`src/rtl/usb3_in_sched.sv`:
```
// usb3_in_sched
// -------------
// IN (device-to-host) transaction scheduler for the USB 3.0 protocol layer.
// Serves bulk IN endpoints 1..NUM_EP. For each ACK TP from the host it either
// streams a burst of DPHs out of the endpoint buffer, or answers NRDY and
// remembers the endpoint as pending. A pending endpoint whose buffer fills
// later is announced with ERDY so the host re-issues its ACK.
//
// Ports
//   local_clk, reset_n     clock, synchronous active-low reset
//   link_u0                LTSSM is in U0; dropping it aborts any request
//   rx_ack*                ACK TP from the host (pulse + endpoint/nump/seq)
//   ep_hasdata, ep_len     per-endpoint buffer status, 11-bit length each
//   ep_arm                 one-cycle pulse releasing a transmitted buffer
//   ep_sel                 endpoint driving the buffer read mux, 0 when idle
//   tx_tp*, tx_tp_ack      NRDY/ERDY TP request to the link layer
//   tx_dph*, tx_dpp_ack,   DPH request to the link layer, DPP start and
//   tx_dpp_done            DPP completion handshakes
//   err_*                  sticky error flags, cleared only by reset
//
// All request outputs are registered; a request is raised one cycle after
// its state is entered and drops on the edge where the handshake is seen.

module usb3_in_sched #(
    parameter int NUM_EP      = 4,
    parameter int MAX_BURST   = 4,
    parameter int MAX_PKT     = 1024,
    parameter int DPP_TIMEOUT = 1024
) (
    input  logic                  local_clk,
    input  logic                  reset_n,
    input  logic                  link_u0,
    input  logic                  rx_ack,
    input  logic [3:0]            rx_ack_endp,
    input  logic [4:0]            rx_ack_nump,
    input  logic [4:0]            rx_ack_seq,
    input  logic [NUM_EP-1:0]     ep_hasdata,
    input  logic [NUM_EP*11-1:0]  ep_len,
    output logic [NUM_EP-1:0]     ep_arm,
    output logic [3:0]            ep_sel,
    output logic                  tx_tp,
    output logic [3:0]            tx_tp_subtype,
    output logic [3:0]            tx_tp_endp,
    output logic [4:0]            tx_tp_nump,
    input  logic                  tx_tp_ack,
    output logic                  tx_dph,
    output logic [3:0]            tx_dph_endp,
    output logic [4:0]            tx_dph_seq,
    output logic [15:0]           tx_dph_len,
    output logic                  tx_dph_eob,
    input  logic                  tx_dpp_ack,
    input  logic                  tx_dpp_done,
    output logic                  err_miss_ack,
    output logic                  err_bad_endp,
    output logic                  err_dpp_timeout
);

    // TP subtype codes shared with the rest of the protocol layer
    localparam logic [3:0] TP_NRDY = 4'd2;
    localparam logic [3:0] TP_ERDY = 4'd3;

    localparam logic [3:0]  NUM_EP_L    = 4'(NUM_EP);
    localparam logic [4:0]  MAX_BURST_L = 5'(MAX_BURST);
    localparam logic [11:0] MAX_PKT_L   = 12'(MAX_PKT);
    localparam int          TW          = $clog2(DPP_TIMEOUT + 1);
    localparam logic [TW-1:0] TMO_LAST  = TW'(DPP_TIMEOUT - 1);

    typedef enum logic [2:0] {
        S_IDLE,
        S_NRDY,
        S_ERDY,
        S_DPH,
        S_DPP,
        S_ARM,
        S_SETTLE
    } state_t;

    state_t state, state_next;

    logic [3:0]        ep_cur, ep_cur_next;
    logic [4:0]        seq, seq_next;
    logic [4:0]        burst, burst_next;
    logic [NUM_EP-1:0] pend, pend_next;
    logic [TW-1:0]     timer, timer_next;
    logic              pkt_eob, pkt_eob_next;

    logic              err_miss_next, err_bad_next, err_tmo_next;

    logic              tp_next;
    logic [3:0]        tp_subtype_next, tp_endp_next;
    logic [4:0]        tp_nump_next;
    logic              dph_next;
    logic [3:0]        dph_endp_next;
    logic [4:0]        dph_seq_next;
    logic [15:0]       dph_len_next;
    logic              dph_eob_next;
    logic [NUM_EP-1:0] arm_next;

    logic [NUM_EP-1:0] cur_mask, ack_mask, ready;
    logic [10:0]       len_cur;
    logic [3:0]        erdy_ep;
    logic              ack_valid, ack_bad, ack_hasdata, cur_hasdata, dph_eob;

    assign ep_sel = ep_cur;
    assign ready  = pend & ep_hasdata;

    // One-hot views of the current and the ACKed endpoint, plus the
    // buffer length of the current endpoint.
    always_comb begin
        cur_mask = '0;
        ack_mask = '0;
        len_cur  = '0;
        for (int i = 0; i < NUM_EP; i++) begin
            if (ep_cur == 4'(i + 1)) begin
                cur_mask[i] = 1'b1;
                len_cur     = ep_len[11*i +: 11];
            end
            if (rx_ack_endp == 4'(i + 1)) begin
                ack_mask[i] = 1'b1;
            end
        end
    end

    // Lowest-numbered pending endpoint whose buffer has filled; scanning
    // downwards lets the lowest index overwrite the others.
    always_comb begin
        erdy_ep = '0;
        for (int i = NUM_EP - 1; i >= 0; i--) begin
            if (ready[i]) begin
                erdy_ep = 4'(i + 1);
            end
        end
    end

    assign ack_valid   = rx_ack && (rx_ack_nump != 5'd0);
    assign ack_bad     = (rx_ack_endp == 4'd0) || (rx_ack_endp > NUM_EP_L);
    assign ack_hasdata = |(ep_hasdata & ack_mask);
    assign cur_hasdata = |(ep_hasdata & cur_mask);
    assign dph_eob     = (burst == 5'd1) || ({1'b0, len_cur} < MAX_PKT_L);

    // Next-state logic and next values of the registered outputs
    always_comb begin
        state_next    = state;
        ep_cur_next   = ep_cur;
        seq_next      = seq;
        burst_next    = burst;
        pend_next     = pend;
        timer_next    = timer;
        pkt_eob_next  = pkt_eob;
        err_miss_next = err_miss_ack;
        err_bad_next  = err_bad_endp;
        err_tmo_next  = err_dpp_timeout;

        // The scheduler handles one ACK at a time; anything arriving while
        // busy is lost and the host will time out and retry.
        if (rx_ack && (state != S_IDLE)) begin
            err_miss_next = 1'b1;
        end

        case (state)
            S_IDLE: begin
                if (ack_valid) begin
                    if (ack_bad) begin
                        err_bad_next = 1'b1;
                    end else begin
                        ep_cur_next = rx_ack_endp;
                        seq_next    = rx_ack_seq;
                        burst_next  = (rx_ack_nump > MAX_BURST_L) ? MAX_BURST_L : rx_ack_nump;
                        state_next  = ack_hasdata ? S_DPH : S_NRDY;
                    end
                end else if (!rx_ack && (|ready)) begin
                    ep_cur_next = erdy_ep;
                    state_next  = S_ERDY;
                end
            end

            S_NRDY: begin
                if (!link_u0) begin
                    ep_cur_next = '0;
                    state_next  = S_IDLE;
                end else if (tx_tp && tx_tp_ack) begin
                    pend_next   = pend | cur_mask;
                    ep_cur_next = '0;
                    state_next  = S_IDLE;
                end
            end

            S_ERDY: begin
                if (!link_u0) begin
                    ep_cur_next = '0;
                    state_next  = S_IDLE;
                end else if (tx_tp && tx_tp_ack) begin
                    pend_next   = pend & ~cur_mask;
                    ep_cur_next = '0;
                    state_next  = S_IDLE;
                end
            end

            S_DPH: begin
                if (!link_u0) begin
                    ep_cur_next = '0;
                    state_next  = S_IDLE;
                end else if (tx_dph && tx_dpp_ack) begin
                    timer_next   = '0;
                    pkt_eob_next = tx_dph_eob;
                    state_next   = S_DPP;
                end
            end

            // A finished DPP wins over a coincident abort condition. An
            // aborted packet keeps its buffer so the host can retry.
            S_DPP: begin
                if (tx_dpp_done) begin
                    state_next = S_ARM;
                end else if (!link_u0 || (timer == TMO_LAST)) begin
                    err_tmo_next = 1'b1;
                    ep_cur_next  = '0;
                    state_next   = S_IDLE;
                end else begin
                    timer_next = timer + TW'(1);
                end
            end

            S_ARM: begin
                seq_next   = seq + 5'd1;
                burst_next = burst - 5'd1;
                if (pkt_eob || (burst == 5'd1)) begin
                    ep_cur_next = '0;
                    state_next  = S_IDLE;
                end else begin
                    state_next = S_SETTLE;
                end
            end

            // Buffer status is only valid again one cycle after the arm
            // pulse, so the refill decision is made here.
            S_SETTLE: begin
                if (cur_hasdata) begin
                    state_next = S_DPH;
                end else begin
                    pend_next   = pend | cur_mask;
                    ep_cur_next = '0;
                    state_next  = S_IDLE;
                end
            end

            default: begin
                ep_cur_next = '0;
                state_next  = S_IDLE;
            end
        endcase

        // Requests rise one cycle into their state and fall on the edge
        // that leaves it, so the handshake edge also clears the request.
        tp_next         = ((state == S_NRDY) || (state == S_ERDY)) && (state_next == state);
        tp_subtype_next = '0;
        tp_endp_next    = '0;
        tp_nump_next    = '0;
        if (tp_next) begin
            tp_subtype_next = (state == S_ERDY) ? TP_ERDY : TP_NRDY;
            tp_endp_next    = ep_cur;
            tp_nump_next    = (state == S_ERDY) ? 5'd1 : 5'd0;
        end

        dph_next      = (state == S_DPH) && (state_next == S_DPH);
        dph_endp_next = '0;
        dph_seq_next  = '0;
        dph_len_next  = '0;
        dph_eob_next  = 1'b0;
        if (dph_next) begin
            dph_endp_next = ep_cur;
            dph_seq_next  = seq;
            dph_len_next  = {5'd0, len_cur};
            dph_eob_next  = dph_eob;
        end

        arm_next = (state_next == S_ARM) ? cur_mask : '0;
    end

    // State and output registers; reset overrides everything, including an
    // arm pulse that would otherwise have been issued on the same edge.
    always_ff @(posedge local_clk) begin
        if (!reset_n) begin
            state           <= S_IDLE;
            ep_cur          <= '0;
            seq             <= '0;
            burst           <= '0;
            pend            <= '0;
            timer           <= '0;
            pkt_eob         <= 1'b0;
            err_miss_ack    <= 1'b0;
            err_bad_endp    <= 1'b0;
            err_dpp_timeout <= 1'b0;
            tx_tp           <= 1'b0;
            tx_tp_subtype   <= '0;
            tx_tp_endp      <= '0;
            tx_tp_nump      <= '0;
            tx_dph          <= 1'b0;
            tx_dph_endp     <= '0;
            tx_dph_seq      <= '0;
            tx_dph_len      <= '0;
            tx_dph_eob      <= 1'b0;
            ep_arm          <= '0;
        end else begin
            state           <= state_next;
            ep_cur          <= ep_cur_next;
            seq             <= seq_next;
            burst           <= burst_next;
            pend            <= pend_next;
            timer           <= timer_next;
            pkt_eob         <= pkt_eob_next;
            err_miss_ack    <= err_miss_next;
            err_bad_endp    <= err_bad_next;
            err_dpp_timeout <= err_tmo_next;
            tx_tp           <= tp_next;
            tx_tp_subtype   <= tp_subtype_next;
            tx_tp_endp      <= tp_endp_next;
            tx_tp_nump      <= tp_nump_next;
            tx_dph          <= dph_next;
            tx_dph_endp     <= dph_endp_next;
            tx_dph_seq      <= dph_seq_next;
            tx_dph_len      <= dph_len_next;
            tx_dph_eob      <= dph_eob_next;
            ep_arm          <= arm_next;
        end
    end

endmodule

```
`config.mk`:
```
export PLATFORM = sky130hd
export DESIGN_NAME = usb3_in_sched
export DESIGN_NICKNAME = d
export VERILOG_FILES = /design/src/rtl/usb3_in_sched.sv
export SDC_FILE = /design/constraint.sdc
export NUM_CORES = 1
export LEC_CHECK = 0
export CAP_MARGIN = 20
export CORE_MARGIN = 5
export CORE_UTILIZATION = 25
export DETAILED_ROUTE_END_ITERATION = 8
export GPL_TIMING_DRIVEN = 0
export PLACE_DENSITY = 0.61
export SETUP_SLACK_MARGIN = 0.02
export SYNTH_ARGS = -nofsm -noshare
export SYNTH_HDL_FRONTEND = slang
export SYNTH_SLANG_ARGS = --single-unit
export TNS_END_PERCENT = 5
```
`constraint.sdc`:
```
create_clock -name local_clk -period 2.36 [get_ports local_clk]
set_input_delay 0.472 -clock local_clk [delete_from_list [all_inputs] [get_ports local_clk]]
set_output_delay 0.472 -clock local_clk [all_outputs]
set_load 0.01 [all_outputs]
```
==> impl_metrics.csv <==
group,metric,value,unit
drt,drt_first_pass_iters,5,
critical_path,worstRegToRegCells,7,
logic_synthesis,top_flip_flop_cell_by_instance_count_after_synthesis,"sky130_fd_sc_hd__dfxtp_1",
timing,tightest_slew,0.695,ns
drt,drtIter0Drc,268,
layout,insertedDiodeCount,0,
timing,timing.hold.ws,0.484,ns
die,floorplan.initialDensity,25.7,%
layout,area_overhead_vs_synth,51.1,%
drt,route.vias.total,3525,
global_routing,antenna_violations_before_repair,0,
logic_synthesis,synth_seq_area_share,40.4,%
drt,remaining_drc_errors,0,
drt,route.final.wire_length,11300,um
critical_path,end_kind,"register",
placed_design,dp_hpwl,8900,um
logic_synthesis,yosys_register_bits,69,
timing,timing.final.hold_violations,0,
min_path,instance_count_along_the_most_critical_hold_path,2,
placed_design,routabilityCongestion,0.886,
logic_synthesis,synth_cell_types,60,
die,floorplan.io_pins,121,
critical_path,critical_path.reg2reg.startpoint,"timer[0]",
timing,final_period_minus_worst_setup_slack,2.31,ns
clocking,insertion_delay,0.33,ns
critical_path,cp_slowest_cell,"sky130_fd_sc_hd__clkdlybuf4s50_1",
outcome,status,"finished, final reports clean",
critical_path,cp-startpoint,"rx_ack_endp[1]",
logic_synthesis,share_of_synthesized_area_spent_on_multiplexers,3.63,%
timing,report.final.slew_viol_count,0,
drt,detail_route.vias_per_cell,4.85,
timing,highest_clock_rate,0.434,GHz
critical_path,timing_worst_setup_path_type,"in -> reg",
drt,avgRoutedWirePerCell,15.5,um
logic_synthesis,synth_edf_count,0,
logic_synthesis,combinational_family_with_the_most_area_after_synthesis,"simple AND/OR/NAND/NOR gates",
critical_path,timing.critical_path.slowest_cell_delay,0.51,ns
clocking,cts_max_level,3,
layout,final_net_count,619,
logic_synthesis,yosysWarningCount,0,
logic_synthesis,synth_commonest_cells,"sky130_fd_sc_hd__dfxtp_1 (69), sky130_fd_sc_hd__nand2_1 (45), sky130_fd_sc_hd__nor2_1 (45)",
logic_synthesis,syn-cell-area,3420,um2
min_path,timing.hold.worst.class,"reg -> reg",
critical_path,worst_ep_required_time,2.58,ns
drt,ant_nets,0,
logic_synthesis,area_contributors_post_synth,"sky130_fd_sc_hd__dfxtp_1 (40%), sky130_fd_sc_hd__a21oi_1 (5.9%), sky130_fd_sc_hd__nand2_1 (4.9%)",
logic_synthesis,post-synth-top-count-cell,"sky130_fd_sc_hd__dfxtp_1",
clocking,post_cts_hold_buffer_count,0,
critical_path,path_common_cell,"sky130_fd_sc_hd__nor2_1",
die,die_width,127,um
clocking,cts-buffers-inserted,9,
clocking,clock-root-buffer,"sky130_fd_sc_hd__clkbuf_16",
critical_path,crit_path_max_fanout,10,
die,die_height,127,um
timing,timing.final.crit_share,97.7,%
placed_design,port-buffer-count,109,
timing,grt_setup_unrepaired,"yes",
global_routing,grt_pass1_vias,3489,
logic_synthesis,synthesis.instances,416,
clocking,tritoncts,"built",
logic_synthesis,synth_xor_xnor_area_share,0.769,%
timing,slew_hr,53.3,%
die,design.die.area,16100,um2
logic_synthesis,synth-adder-area-share,1.47,%
layout,postLayoutCoreUtil,38.8,%
global_routing,grtUsageTotal,13.7,%
power,design_power_total,2.93,mW
die,placeableCoreArea,13300,um2
clocking,cts_max_path_buffers,2,
layout,multi_input_comb_area,1930,um2
critical_path,crit_chain,"clkdlybuf4s50_1 > o21ai_1 > or3b_2 > buf_1 > nor2_1 > buf_4 > nor2_1 > o311a_1",
timing,setup_viol,0,
placed_design,placedCellCount,711,
clocking,clk_transition_reported_paths,0.05,ns
global_routing,grt.overflow.total,0,
power,power.static_leakage,1.88,nW
logic_synthesis,avgSynthCellArea,8.21,um2
timing,fin_ws,0.0541,ns
global_routing,global_route_wire_length_before_repair,17700,um
placed_design,dp_slack,-0.446,ns
clocking,numClockSinks,69,
layout,sequential_cell_area,1380,um2
power,irDropWorstVdd,0.316,mV
flow_run,max_capacitance_violation_count,0,
timing,final.setup_skew,0.00458,ns
critical_path,start_kind,"input pin",
global_routing,grt_start_max_net_pins,12,
logic_synthesis,synth-compound-area-share,21.2,%
die,number_of_placement_rows,42,
logic_synthesis,synthSimpleGateAreaFrac,26.4,%
min_path,holdCritStartpoint,"err_dpp_timeout",
logic_synthesis,yosys.area.top_type,"sky130_fd_sc_hd__dfxtp_1",
critical_path,worstPathArrival,2.52,ns
power,power_density,567,nW/um2
logic_synthesis,synth_top_area_share,40.4,%
logic_synthesis,asyncSetResetFlopFracSynth,0,%
layout,filler_cell_count,1327,
layout,layout-drive-gt1-share,9.80,%
layout,instances_no_fill,727,
==> layer usage <==
layer  part of all wire [%]  GRT usage (%)
met4                    2.3           6.18
met1                     41           15.7
met5                      0              0
met2                     52           23.8
met3                    4.5           3.57
==> logic make-up (layout without fill, tap and decap cells) <==
family                   Yosys count  in the layout
AND/OR/NAND/NOR                  176            176
AO/OA/AOI/OAI                    110            110
flip-flops                        69             69
buffers and inverters             41            166
multiplexers                      12             12
adder cells (fa/ha/maj)            4              4
XOR/XNOR                           3              3
other                              1             11
==> metrics by stage <==
step / setup TNS (ns) / area [um2]
global placement: -12.87 / 4760
floorplan: 0 / 3450
global route: 0 / 5160
CTS: -0.0437 / 5090
finish: 0 / 5160
detailed placement: -13.14 / 4760
==> report_power, final <==
part           switching (mW)  internal [mW]  leakage [nW]  total [mW]
Clock                   0.471          0.919         0.153        1.39
Sequential             0.0138           1.18         0.557        1.19
Combinational           0.154          0.190          1.17       0.344
Total                   0.639           2.29          1.88        2.93
==> area by class of cell <==
type	instances	share of cell area [%]
clock inverter	5	1.45
multi-input combinational	316	37.3
buffer	33	3.64
sequential	69	26.8
clock buffer	11	4.51
inverter	7	0.582
timing repair buffer	110	21.4
tap	176	4.27
==> state kept, by name, summed over array words and instances (netlist names), 2 cells and up, named ones only <==
signal,flops
timer,11
tx_dph_len,11
burst,5
seq,5
tx_dph_seq,5
ep_arm,4
ep_sel,4
tx_dph_endp,4
tx_tp_endp,4
state,3
tx_tp_subtype,2
==> cells in the final DEF (no fill, tap or decap), types with 4 or more instances in the layout <==
cell type | Yosys | layout
sky130_fd_sc_hd__a21oi_1 | 40 | 40
sky130_fd_sc_hd__a31oi_1 | 6 | 6
sky130_fd_sc_hd__and2_1 | 13 | 13
sky130_fd_sc_hd__buf_4 | 12 | 14
sky130_fd_sc_hd__clkbuf_1 | 16 | 16
sky130_fd_sc_hd__clkbuf_16 | 0 | 9
sky130_fd_sc_hd__clkdlybuf4s50_1 | 0 | 106
sky130_fd_sc_hd__conb_1 | 1 | 11
sky130_fd_sc_hd__dfxtp_1 | 69 | 69
sky130_fd_sc_hd__ha_1 | 4 | 4
sky130_fd_sc_hd__inv_1 | 5 | 4
sky130_fd_sc_hd__mux2i_1 | 9 | 8
sky130_fd_sc_hd__nand2_1 | 45 | 45
sky130_fd_sc_hd__nand3_1 | 13 | 13
sky130_fd_sc_hd__nand3b_1 | 5 | 5
sky130_fd_sc_hd__nand4_1 | 6 | 6
sky130_fd_sc_hd__nor2_1 | 45 | 45
sky130_fd_sc_hd__nor2b_1 | 4 | 4
sky130_fd_sc_hd__nor3_1 | 10 | 10
sky130_fd_sc_hd__nor3b_1 | 6 | 5
sky130_fd_sc_hd__o21ai_0 | 23 | 22
sky130_fd_sc_hd__o31ai_1 | 9 | 8
sky130_fd_sc_hd__or4_1 | 6 | 5
==> timing repair <==
action                                  in CTS  in global routing
gates cloned                                 0                  0
pin swaps                                    0                  2
setup buffers                                0                  1
endpoints found under the setup margin      19                 40
gates resized for setup                      5                 18
==> critical path: cells and delay by family <==
kind,cells,cell delay [ns]
AO/OA/AOI/OAI,2,0.50
AND/OR/NAND/NOR,3,0.66
buffers and inverters,3,0.89
==> worst paths after layout <==
path,endpoint,slack [ns]
worst max-delay path,burst[1],0.05
worst min-delay path,err_dpp_timeout,0.48
worst max register to register,ep_sel[3],0.15
worst min register to register,err_dpp_timeout,0.48
Note: power is estimated with default switching activity, not from simulation.
